$ cat config.mk
export PLATFORM = sky130hd
export DESIGN_NAME = i2s_tdm_receive
export DESIGN_NICKNAME = d
export VERILOG_FILES = /design/src/rtl/i2s_tdm_receive.sv
export SDC_FILE = /design/constraint.sdc
export NUM_CORES = 1
export LEC_CHECK = 0
export ABC_CLOCK_PERIOD_IN_PS = 3700
export CAP_MARGIN = 20
export CORE_MARGIN = 10
export CORE_UTILIZATION = 55
export DETAILED_ROUTE_END_ITERATION = 16
export HOLD_SLACK_MARGIN = 0.05
export PLACE_DENSITY = 0.72
export SLEW_MARGIN = 20
export SYNTH_ARGS = -nofsm -noshare
export SYNTH_HDL_FRONTEND = slang
export SYNTH_HIERARCHICAL = 1
export SYNTH_SLANG_ARGS = --single-unit
export TNS_END_PERCENT = 10
$ cat constraint.sdc
create_clock -name M_AXIS_ACLK -period 3.7 [get_ports M_AXIS_ACLK]
set_clock_uncertainty 0.05 [all_clocks]
set_input_delay 0.37 -clock M_AXIS_ACLK [delete_from_list [all_inputs] [get_ports M_AXIS_ACLK]]
set_output_delay 0.37 -clock M_AXIS_ACLK [all_outputs]
set_load 0.05 [all_outputs]
$ cat src/rtl/i2s_tdm_receive.sv
// I2S/TDM serial receiver: recovers per-slot samples and queues them on an AXI-Stream master.
// Latency: a word is pushed on the clock of its last data bit; TVALID rises the next clock.
// Backpressure: a small FIFO absorbs stalls; a word arriving to a full, non-popping FIFO is dropped.

module sync_fifo #(
  parameter int WIDTH = 8,
  parameter int DEPTH = 4
) (
  input  logic             clk,
  input  logic             rst,
  input  logic             push,
  input  logic [WIDTH-1:0] push_dat,
  input  logic             pop,
  output logic [WIDTH-1:0] head_dat,
  output logic             head_vld,
  output logic             drop
);
  localparam int AW = (DEPTH > 1) ? $clog2(DEPTH) : 1;

  logic [WIDTH-1:0] mem [DEPTH];
  logic [AW-1:0]    wr_ptr;
  logic [AW-1:0]    rd_ptr;
  logic [AW:0]      count;
  logic             full;
  logic             empty;
  logic             do_push;
  logic             do_pop;

  assign full    = (count == (AW+1)'(DEPTH));
  assign empty   = (count == '0);
  assign do_pop  = pop && !empty;
  // A full FIFO still accepts a word when the head leaves in the same cycle.
  assign do_push = push && (!full || do_pop);
  assign drop    = push && full && !do_pop;

  assign head_vld = !empty;
  assign head_dat = empty ? '0 : mem[rd_ptr];

  // Pointer and occupancy bookkeeping; depth is a power of two so pointers wrap naturally.
  always_ff @(posedge clk) begin
    if (rst) begin
      wr_ptr <= '0;
      rd_ptr <= '0;
      count  <= '0;
    end else begin
      if (do_push) wr_ptr <= wr_ptr + 1'b1;
      if (do_pop)  rd_ptr <= rd_ptr + 1'b1;
      case ({do_push, do_pop})
        2'b10:   count <= count + 1'b1;
        2'b01:   count <= count - 1'b1;
        default: count <= count;
      endcase
    end
  end

  // Storage array; contents are don't-care while unoccupied, so no reset.
  always_ff @(posedge clk) begin
    if (do_push) mem[wr_ptr] <= push_dat;
  end
endmodule

module i2s_tdm_receive #(
  parameter int DATA_WIDTH = 24,
  parameter int SLOT_WIDTH = 32,
  parameter int CHANNELS   = 2,
  parameter int FIFO_DEPTH = 4
) (
  input  logic                  M_AXIS_ACLK,
  input  logic                  M_AXIS_ARESET,
  input  logic                  sck,
  input  logic                  ws,
  input  logic                  sd,
  input  logic                  mode,
  output logic                  M_AXIS_TVALID,
  output logic [DATA_WIDTH-1:0] M_AXIS_TDATA,
  output logic [((CHANNELS > 2) ? $clog2(CHANNELS) : 1)-1:0] M_AXIS_TUSER,
  output logic                  M_AXIS_TLAST,
  input  logic                  M_AXIS_TREADY,
  output logic                  locked,
  output logic                  frame_err,
  output logic                  overflow
);
  localparam int UW = (CHANNELS > 2) ? $clog2(CHANNELS) : 1;
  localparam int BW = 6;
  localparam logic [BW-1:0] LAST_BIT  = BW'(SLOT_WIDTH - 1);
  localparam logic [BW-1:0] DATA_LAST = BW'(DATA_WIDTH - 1);
  localparam logic [BW-1:0] DATA_BITS = BW'(DATA_WIDTH);
  localparam logic [UW-1:0] SLOT_LAST = UW'(CHANNELS - 1);

  typedef enum logic [1:0] {HUNT, RUN, WAIT_START} state_t;

  logic [1:0] sck_sync;
  logic [1:0] ws_sync;
  logic [1:0] sd_sync;
  logic       sck_d;
  logic       ws_prev;
  logic       sck_s;
  logic       ws_s;
  logic       sd_s;
  logic       sck_rise;
  logic       frame_start;

  state_t          state;
  state_t          state_next;
  logic            cur_mode;
  logic [BW-1:0]   bit_cnt;
  logic [UW-1:0]   slot_cnt;
  logic [BW-1:0]   wait_cnt;
  logic [DATA_WIDTH-2:0] sh;
  logic            last_bit;
  logic            wait_last;

  logic            take_bit;
  logic            restart;
  logic            err;
  logic            lock_set;

  logic            push;
  logic [UW+DATA_WIDTH-1:0] push_dat;
  logic [UW+DATA_WIDTH-1:0] head_dat;
  logic            head_vld;
  logic            drop;

  assign sck_s = sck_sync[1];
  assign ws_s  = ws_sync[1];
  assign sd_s  = sd_sync[1];

  // Two-flop synchronisers for the serial inputs; all three share the same delay so they stay aligned.
  always_ff @(posedge M_AXIS_ACLK) begin
    if (M_AXIS_ARESET) begin
      sck_sync <= '0;
      ws_sync  <= '0;
      sd_sync  <= '0;
    end else begin
      sck_sync <= {sck_sync[0], sck};
      ws_sync  <= {ws_sync[0], ws};
      sd_sync  <= {sd_sync[0], sd};
    end
  end

  // Bit-clock edge detect and word-select history sampled only on bit-clock rises.
  always_ff @(posedge M_AXIS_ACLK) begin
    if (M_AXIS_ARESET) begin
      sck_d   <= 1'b0;
      ws_prev <= 1'b0;
    end else begin
      sck_d <= sck_s;
      if (sck_rise) ws_prev <= ws_s;
    end
  end

  assign sck_rise    = sck_s && !sck_d;
  assign frame_start = sck_rise && ws_prev && !ws_s;
  assign last_bit    = (slot_cnt == SLOT_LAST) && (bit_cnt == LAST_BIT);
  assign wait_last   = (wait_cnt == LAST_BIT);

  // Frame state register.
  always_ff @(posedge M_AXIS_ACLK) begin
    if (M_AXIS_ARESET) state <= HUNT;
    else               state <= state_next;
  end

  // Next-state logic. A restart always lands in RUN, even when the same rise also closes a frame.
  always_comb begin
    state_next = state;
    case (state)
      HUNT:       if (restart) state_next = RUN;
      RUN:        if (!restart && take_bit && last_bit) state_next = WAIT_START;
      WAIT_START: if (restart) state_next = RUN;
                  else if (err) state_next = HUNT;
      default:    state_next = HUNT;
    endcase
  end

  // Control decode. In I2S mode the frame-start rise still carries the final bit of the old frame,
  // so a frame start exactly on that bit is a legal frame boundary rather than an early one.
  always_comb begin
    take_bit = 1'b0;
    restart  = 1'b0;
    err      = 1'b0;
    lock_set = 1'b0;
    case (state)
      HUNT: begin
        if (frame_start) restart = 1'b1;
      end
      RUN: begin
        if (frame_start) begin
          restart = 1'b1;
          if (!cur_mode && last_bit) begin
            take_bit = 1'b1;
            lock_set = 1'b1;
          end else begin
            err = 1'b1;
          end
        end else if (sck_rise) begin
          take_bit = 1'b1;
        end
      end
      WAIT_START: begin
        if (frame_start) begin
          restart  = 1'b1;
          lock_set = 1'b1;
        end else if (sck_rise && wait_last) begin
          err = 1'b1;
        end
      end
      default: ;
    endcase
  end

  assign push     = take_bit && (bit_cnt == DATA_LAST);
  assign push_dat = {slot_cnt, sh, sd_s};

  // Bit/slot counters, shift register and status flags; restart overrides the counter advance.
  always_ff @(posedge M_AXIS_ACLK) begin
    if (M_AXIS_ARESET) begin
      cur_mode  <= 1'b0;
      bit_cnt   <= '0;
      slot_cnt  <= '0;
      wait_cnt  <= '0;
      sh        <= '0;
      locked    <= 1'b0;
      frame_err <= 1'b0;
    end else begin
      frame_err <= err;
      if (err)           locked <= 1'b0;
      else if (lock_set) locked <= 1'b1;

      if (state != WAIT_START) wait_cnt <= '0;
      else if (sck_rise)       wait_cnt <= wait_cnt + 1'b1;

      if (take_bit) begin
        if (bit_cnt < DATA_BITS) sh <= {sh[DATA_WIDTH-3:0], sd_s};
        if (bit_cnt == LAST_BIT) begin
          bit_cnt  <= '0;
          slot_cnt <= (slot_cnt == SLOT_LAST) ? '0 : slot_cnt + 1'b1;
        end else begin
          bit_cnt <= bit_cnt + 1'b1;
        end
      end

      if (restart) begin
        cur_mode <= mode;
        slot_cnt <= '0;
        if (mode) begin
          bit_cnt <= BW'(1);
          sh      <= {{(DATA_WIDTH-2){1'b0}}, sd_s};
        end else begin
          bit_cnt <= '0;
        end
      end
    end
  end

  // Sticky drop indicator, cleared only by reset.
  always_ff @(posedge M_AXIS_ACLK) begin
    if (M_AXIS_ARESET) overflow <= 1'b0;
    else if (drop)     overflow <= 1'b1;
  end

  sync_fifo #(
    .WIDTH (UW + DATA_WIDTH),
    .DEPTH (FIFO_DEPTH)
  ) u_fifo (
    .clk      (M_AXIS_ACLK),
    .rst      (M_AXIS_ARESET),
    .push     (push),
    .push_dat (push_dat),
    .pop      (M_AXIS_TREADY),
    .head_dat (head_dat),
    .head_vld (head_vld),
    .drop     (drop)
  );

  assign M_AXIS_TVALID = head_vld;
  assign M_AXIS_TDATA  = head_dat[DATA_WIDTH-1:0];
  assign M_AXIS_TUSER  = head_dat[DATA_WIDTH +: UW];
  assign M_AXIS_TLAST  = head_vld && (M_AXIS_TUSER == SLOT_LAST);
endmodule

==> results of run 1 <==
[routing by layer]
layer / vias to the layer above / wire length, µm / global-route usage, %
met4: 0 / 178 / 7.53
met1: 1756 / 4910 / 17.9
met2: 89 / 5790 / 23.6
met5: - / 0 / 0
li1: 1714 / - / -
met3: 12 / 602 / 4.19
[final timing paths]
check | depth (start not counted) | end | start | slack, ps
setup / recovery | 14 | u_fifo/count[2] | state[1] | 590
hold / removal | 1 | sd_sync[1] | sd_sync[0] | 390
setup reg to reg | 14 | u_fifo/count[2] | state[1] | 590
hold reg to reg | 1 | sd_sync[1] | sd_sync[0] | 390
[stage by stage]
step / utilization [%] / hold WS [ps] / setup WS, ps / area [µm²] / power (W)
6_report: 66.0 / 392 / 591 / 7560 / 0.00352
5_1_grt: 66.0 / 409 / 222 / 7560 / 0.00363
4_1_cts: 66.0 / 397 / 526 / 7560 / 0.00356
3_5_place_dp: 61.0 / 380 / 610 / 7000 / 0.00193
3_3_place_gp: 61.0 / 381 / 826 / 7000 / 0.00193
2_1_floorplan: - / 364 / 971 / 6490 / 0.00192
[cell families (layout without fill, tap and decap cells)]
family                   after synthesis  after routing  synth area share (%)
AO/OA/AOI/OAI                         34             34                  3.78
XOR/XNOR                              10             10                  1.35
adder cells (fa/ha/maj)               12             12                  2.43
buffers and inverters                 28             91                  2.56
flip-flops                           159            159                  64.5
multiplexers                          50             50                  12.6
AND/OR/NAND/NOR                      144            144                  12.9
[state kept, by name (all words and copies together), names as in the netlist, named ones only]
register,cells
bit_cnt,6
cur_mode,1
frame_err,1
locked,1
overflow,1
sck_d,1
sck_sync,2
sd_sync,2
sh,23
slot_cnt,1
state,2
u_fifo/count,3
u_fifo/mem,100
u_fifo/rd_ptr,2
u_fifo/wr_ptr,2
wait_cnt,6
ws_prev,1
ws_sync,2
[final cells by class]
cell class | count | area (µm²) | share of cell area, %
Clock buffer | 17 | 425 | 5.62
Clock inverter | 15 | 141 | 1.87
Inverter | 12 | 45.0 | 0.595
Multi-Input combinational cell | 250 | 2150 | 28.4
Sequential cell | 159 | 4190 | 55.3
Tap cell | 143 | 179 | 2.37
Timing Repair Buffer | 47 | 443 | 5.86
[synth_stat cells (6+ instances only)]
master                       n
sky130_fd_sc_hd__nand3_1    10
sky130_fd_sc_hd__mux2i_1    24
sky130_fd_sc_hd__inv_1      12
sky130_fd_sc_hd__ha_1       11
sky130_fd_sc_hd__and2_1      6
sky130_fd_sc_hd__dfxtp_1    59
sky130_fd_sc_hd__edfxtp_1  100
sky130_fd_sc_hd__nor2b_1    30
sky130_fd_sc_hd__mux4_2     25
sky130_fd_sc_hd__a21oi_1    13
sky130_fd_sc_hd__xor2_1      8
sky130_fd_sc_hd__nor2_1     45
sky130_fd_sc_hd__nand2b_1    6
sky130_fd_sc_hd__clkbuf_1    6
sky130_fd_sc_hd__nand2_1    15
[power by group]
| part | total (W) | leakage (nW) | internal, W | switching [W] |
|---|---|---|---|---|
| registers | 0.00187 | 1.41 | 0.00187 | 0.00000225 |
| logic | 0.0000276 | 0.989 | 0.0000111 | 0.0000165 |
| clock network | 0.00162 | 0.258 | 0.000930 | 0.000695 |
| total | 0.00352 | 2.66 | 0.00281 | 0.000713 |
==> metrics.log, run 1 <==
[metrics] type of the setup path with the least slack: reg2reg
[metrics] count of maximum capacitance violations: 0
[metrics] final number of max-transition violations: 0
[metrics] die width: 129 µm
[metrics] vertical die dimension: 129 µm
[metrics] number of global-route vias before repair: 3764
[metrics] leading area contributor after synthesis: sky130_fd_sc_hd__edfxtp_1
[metrics] measured slew at the worst slew-check pin: 898 ps
[metrics] clock slew at the register clock pins of the worst setup and hold paths: 60 ps
[metrics] number of buffers created by CTS: 17
[metrics] antenna violations before repair: 0
[metrics] global-route wire length before repair: 19100 µm
[metrics] class of the tightest hold or removal check: reg2reg
[metrics] number of cells in the finished layout apart from fillers: 643
[metrics] most used flip-flop cell after synthesis: sky130_fd_sc_hd__edfxtp_1
[metrics] critical path arrival: 3400 ps
[metrics] cell seen most often among critical-path stages: sky130_fd_sc_hd__inv_1
[metrics] CP Max Fanout: 7
[metrics] post-CTS resize count: 0
[metrics] via density per instance: 5.55
[metrics] highest ir drop seen on vdd: 0.000314 V
[metrics] die footprint: 16500 µm²
[metrics] number of placed I/O pins: 37
[metrics] portion of the clock cycle consumed by the worst path in the final layout: 84.0%
[metrics] warning count from the yosys run: 6
[metrics] deepest clock path buffer count: 2
[metrics] quantity of hold-fixing buffers added after cts: 0
[metrics] total half-perimeter wirelength after legalization and detailed placement: 7210 µm
[metrics] overall track demand over capacity in global routing: 14.7%
[metrics] aggregate global routing overflow: 0
[metrics] Netlist Area Pre-Place: 6490 µm²
[metrics] Post-Syn Instances: 437
[metrics] run status: finished clean
[metrics] number of rows in the core area: 39
[metrics] total length of routed wires: 11500 µm
[metrics] number of detailed-routing iterations run before antenna repair: 4
[metrics] post-DR wirelength/cell: 17.9 µm
[metrics] number of storage elements in the synthesis netlist: 159
[metrics] routability cong.: 0.877
[metrics] stage delay of the slowest cell on the critical path: 350 ps
[metrics] number of endpoints failing setup at the final stage: 0
[metrics] total placed cells including tap cells: 611
[metrics] clock tree from TritonCTS: done
[metrics] list of cells traversed by the critical path: inv_1 -> ha_1 -> inv_1 -> nor2_2 -> nand2_2 -> nor4_1 -> nor2b_2 -> inv_1 -> ha_1 -> inv_1 -> fa_1 -> xor2_1 -> or3_1 -> a21oi_1
[metrics] fillcell total: 801
[metrics] distinct cell type count of the synthesized netlist: 55
[metrics] layout cells sized above 1: 17.2%
[metrics] Slowest cell on crit path: sky130_fd_sc_hd__dfxtp_1
[metrics] Core Region: 11500 µm²
[metrics] most used cells in the layout excluding fill and tap cells: 100 x sky130_fd_sc_hd__edfxtp_1, 58 x sky130_fd_sc_hd__dfxtp_1, 45 x sky130_fd_sc_hd__nor2_1
[metrics] number of nets produced by synthesis: 456
[metrics] largest net degree at the start of global routing: 26
[metrics] count of nets left with antenna violations after detail routing: 0
[metrics] most area-consuming cells after synthesis: sky130_fd_sc_hd__edfxtp_1 46%, sky130_fd_sc_hd__dfxtp_1 18%, sky130_fd_sc_hd__mux4_2 8.7%
[metrics] kind of end point of the critical path: register
[metrics] # Post-CTS Setup Buffers: 0
[metrics] number of endpoints with negative hold slack in the final report: 0
[metrics] min cycle time layout: 3110 ps
[metrics] number of I/O port buffers: 36
[metrics] critical path startpoint category: register
[metrics] pwr dens: 465 nW/µm²
[metrics] asr flop ratio synth: 0%
[metrics] worst-skew pair later-pin latency: 420 ps
[metrics] sequential fraction of the synthesis area: 64.5%
[metrics] maximum clock rate: 322 MHz
[metrics] fin nets: 506
[metrics] proportion of netlist area held by the largest area contributor: 46.3%
[metrics] diodes inserted: 0
[metrics] sum of buffers and inverters on the critical path: 4
[metrics] most common library cell in the layout ignoring fill and taps: sky130_fd_sc_hd__edfxtp_1
[metrics] Clock Sink Count: 159
[metrics] remaining max-slew budget at the tightest pin: 40.0%
[metrics] starting DRC count in detailed routing: 278
[metrics] H-tree depth reported by CTS: 4
[metrics] Total Negative Setup Slacks: 0 ps
[metrics] required time worst endpoint: 3990 ps
[metrics] initial cell density of the core: 56.6%
[metrics] number of enable flip-flop cells after synthesis: 100
[metrics] delay-heaviest family, CP: simple AND/OR/NAND/NOR gates
[metrics] unrepaired setup endpoints after global routing: no
[metrics] mean instance size in the synthesized netlist: 14.9 µm²
[metrics] root cell of the clock tree: sky130_fd_sc_hd__clkbuf_16
[metrics] DRC Markers: 0
[metrics] via count: 3571
[metrics] area growth from synthesis to layout: 16.6%
[metrics] total leakage power: 2.66 nW
(Power assumes the default switching activity.)
==> run 2: changes to the inputs <==
--- a/config.mk
+++ b/config.mk
@@ -5,7 +5,7 @@
 export SDC_FILE = /design/constraint.sdc
 export NUM_CORES = 1
 export LEC_CHECK = 0
-export ABC_CLOCK_PERIOD_IN_PS = 3700
+export ABC_CLOCK_PERIOD_IN_PS = 3050
 export CAP_MARGIN = 20
 export CORE_MARGIN = 10
 export CORE_UTILIZATION = 55
==> constraint.sdc (replaced) <==
create_clock -name M_AXIS_ACLK -period 3.05 [get_ports M_AXIS_ACLK]
set_clock_uncertainty 0.05 [all_clocks]
set_input_delay 0.305 -clock M_AXIS_ACLK [delete_from_list [all_inputs] [get_ports M_AXIS_ACLK]]
set_output_delay 0.305 -clock M_AXIS_ACLK [all_outputs]
set_load 0.05 [all_outputs]
==> run 2 against run 1 <==
  * Critical path depth is 10 lower
  * Sequential cell count stayed put
  * Cell count stayed put
  * Critical path type is now reg2out
  * Largest cell class unchanged
  * Largest power group unchanged
==> metrics.log, run 2 (synthesis results as in run 1) <==
[metrics] number of global-route vias before repair: 3699 (-1.7%)
[metrics] worst-skew pair later-pin latency: 410 ps (about the same)
[metrics] die width: 129 µm (unchanged)
[metrics] total length of routed wires: 11500 µm (about the same)
[metrics] Core Region: 11500 µm² (unchanged)
[metrics] DRC Markers: 0 (unchanged)
[metrics] number of endpoints with negative hold slack in the final report: 0 (unchanged)
[metrics] startpoint of the worst-slack reg-to-reg timing path: bit_cnt[0]
[metrics] overall track demand over capacity in global routing: 14.4% (-0.29 points)
[metrics] global-route wire length before repair: 18700 µm (-1.9%)
[metrics] number of I/O port buffers: 36 (unchanged)
[metrics] worst hold stages: 2 (+1)
[metrics] met3 GRT Util: 4.68% (+0.49 points)
[metrics] count of maximum capacitance violations: 0 (unchanged)
[metrics] unrepaired setup endpoints after global routing: no
[metrics] max reg flops: 100 (unchanged)
[metrics] die footprint: 16500 µm² (unchanged)
[metrics] total leakage power: 2.75 nW (+3.4%)
[metrics] required time worst endpoint: 2690 ps (-1300 ps)
[metrics] Slowest cell on crit path: sky130_fd_sc_hd__clkdlybuf4s50_1
[metrics] number of detailed-routing iterations run before antenna repair: 4 (unchanged)
[metrics] met1 track demand over resource in global routing: 17.4% (-0.44 points)
[metrics] run status: finished clean
[metrics] post-CTS resize count: 0 (unchanged)
[metrics] list of cells traversed by the critical path: buf_12 -> mux4_2 -> nor2b_1 -> clkdlybuf4s50_1
[metrics] number of buffers created by CTS: 17 (unchanged)
[metrics] total half-perimeter wirelength after legalization and detailed placement: 6990 µm (-3.0%)
[metrics] aggregate global routing overflow: 0 (unchanged)
[metrics] clock slew at the register clock pins of the worst setup and hold paths: 60 ps (about the same)
[metrics] vertical die dimension: 129 µm (unchanged)
[metrics] routing layer with the top usage in global route: met2
[metrics] number of cells in the finished layout apart from fillers: 643 (unchanged)
[metrics] fillcell total: 778 (-2.9%)
[metrics] register-to-register path setup slack: 220 ps (-370 ps)
[metrics] number of rows in the core area: 39 (unchanged)
[metrics] critical path arrival: 2530 ps (-870 ps)
[metrics] Total Negative Setup Slacks: 0 ps (unchanged)
[metrics] highest ir drop seen on vdd: 0.000469 V (+49%)
[metrics] routability cong.: 0.828 (-5.5%)
[metrics] remaining max-slew budget at the tightest pin: 59.1% (+19 points)
[metrics] root cell of the clock tree: sky130_fd_sc_hd__clkbuf_16
[metrics] number of endpoints failing setup at the final stage: 0 (unchanged)
[metrics] FF-to-FF End: u_fifo/count[2]
[metrics] maximum clock rate: 347 MHz
[metrics] register with the most flip-flops: u_fifo/mem
[metrics] clock tree from TritonCTS: done
[metrics] antenna violations before repair: 0 (unchanged)
[metrics] termination of the worst setup path: M_AXIS_TDATA[20]
[metrics] final number of max-transition violations: 0 (unchanged)
[metrics] stage delay of the slowest cell on the critical path: 710 ps (+360 ps)
[metrics] Min-Delay Startpoint: ws
[metrics] pwr dens: 590 nW/µm² (+27%)
[metrics] H-tree depth reported by CTS: 4 (unchanged)
[metrics] initial cell density of the core: 56.6% (unchanged)
[metrics] via density per instance: 5.53 (-0.39%)
[metrics] most common library cell in the layout ignoring fill and taps: sky130_fd_sc_hd__edfxtp_1
[metrics] CP Max Fanout: 15 (+8)
[metrics] min cycle time layout: 2890 ps
[metrics] post-DR wirelength/cell: 17.9 µm (about the same)
[metrics] measured slew at the worst slew-check pin: 613 ps (-285 ps)
[metrics] Clock Sink Count: 159 (unchanged)
[metrics] count of nets left with antenna violations after detail routing: 0 (unchanged)
[metrics] layout cells sized above 1: 17.6% (+0.40 points)
[metrics] portion of the clock cycle consumed by the worst path in the final layout: 94.6%
[metrics] largest net degree at the start of global routing: 29 (+12%)
[metrics] type of the setup path with the least slack: reg2out
[metrics] via count: 3557 (-0.39%)
[metrics] deepest clock path buffer count: 2 (unchanged)
[metrics] # Post-CTS Setup Buffers: 0 (unchanged)
[metrics] met2 track demand over resource: 23.9% (+0.33 points)
[metrics] total power of the final layout: 0.00454 W (+29%)
[metrics] Worst Setup Slack post-DPL: 182 ps (-428 ps)
[metrics] quantity of hold-fixing buffers added after cts: 0 (unchanged)
[metrics] least setup slack across all paths after layout: 164 ps (-427 ps)
[metrics] diodes inserted: 0 (unchanged)
[metrics] starting DRC count in detailed routing: 301 (+8.3%)
[metrics] total placed cells including tap cells: 612 (+0.16%)
[metrics] fin nets: 507 (+0.20%)
[metrics] area growth from synthesis to layout: 18.6%
[metrics] kind of end point of the critical path: primary output
[metrics] depth of the most critical reg-to-reg path: 13 (-1)
[metrics] class of the tightest hold or removal check: in2reg
[metrics] most used cells in the layout excluding fill and tap cells: 100 x sky130_fd_sc_hd__edfxtp_1, 58 x sky130_fd_sc_hd__dfxtp_1, 45 x sky130_fd_sc_hd__nor2_1
[metrics] number of placed I/O pins: 37 (unchanged)
[metrics] critical path startpoint category: register
[metrics] top flop regs: u_fifo/mem: 100 flops, sh: 23 flops
[run 2: cell count changes in the layout (fill, tap and decap cells not counted), sizes merged]
cell / before / now
clkinvlp: 6 / 0
buf: 11 / 15
bufinv: 1 / 5
clkdlybuf4s50: 36 / 32
clkbuf: 17 / 20
clkinv: 6 / 5
dlymetal6s2s: 0 / 1
inv: 14 / 13
[run 2: worst min-delay path by stage]
stage	slack [ps]	end
CTS	380	ws_sync[0]
finish	400	ws_sync[0]
floorplan	330	sck_sync[1]
global route	390	ws_sync[0]
global placement	380	sck_sync[1]
detailed placement	390	sck_sync[1]
[run 2: through the flow]
| stage | utilization [%] | instance area, µm² | hold slack (ps) |
|---|---|---|---|
| 2_1_floorplan | - | 6490 | 327 |
| 3_3_place_gp | 61.6 | 7060 | 380 |
| 3_5_place_dp | 61.6 | 7060 | 392 |
| 4_1_cts | 67.0 | 7690 | 382 |
| 5_1_grt | 67.1 | 7700 | 391 |
| 6_report | 67.1 | 7700 | 400 |
[run 2: area by class of cell]
cell class / count / area, µm² / area share [%]
flip-flops and latches: 159 / 4190 / 54.4
multi-input cells: 250 / 2150 / 28.0
repair buffers: 48 / 508 / 6.60
clock buffers: 20 / 437 / 5.67
clock inverters: 11 / 191 / 2.49
well taps: 143 / 179 / 2.32
inverters: 12 / 45.0 / 0.585
[run 2: power by group]
part           switching (W)  internal (W)  total [W]
Combinational      0.0000202     0.0000144  0.0000346
Sequential        0.00000288       0.00226    0.00227
Clock               0.000790       0.00145    0.00224
Total               0.000813       0.00373    0.00454
[run 2: critical path, delay by kind of cell (launching register included)]
kind	cells	cell delay (ps)
DFF	1	500
buffers and inverters	2	930
muxes	1	540
and+or+nand+nor	1	150
[run 2: routing by layer]
layer  wire length [µm]  share of wire (%)
met1               5040                 44
met2               5880                 51
met3                469                4.1
met4                 92               0.80
met5                  0                  0
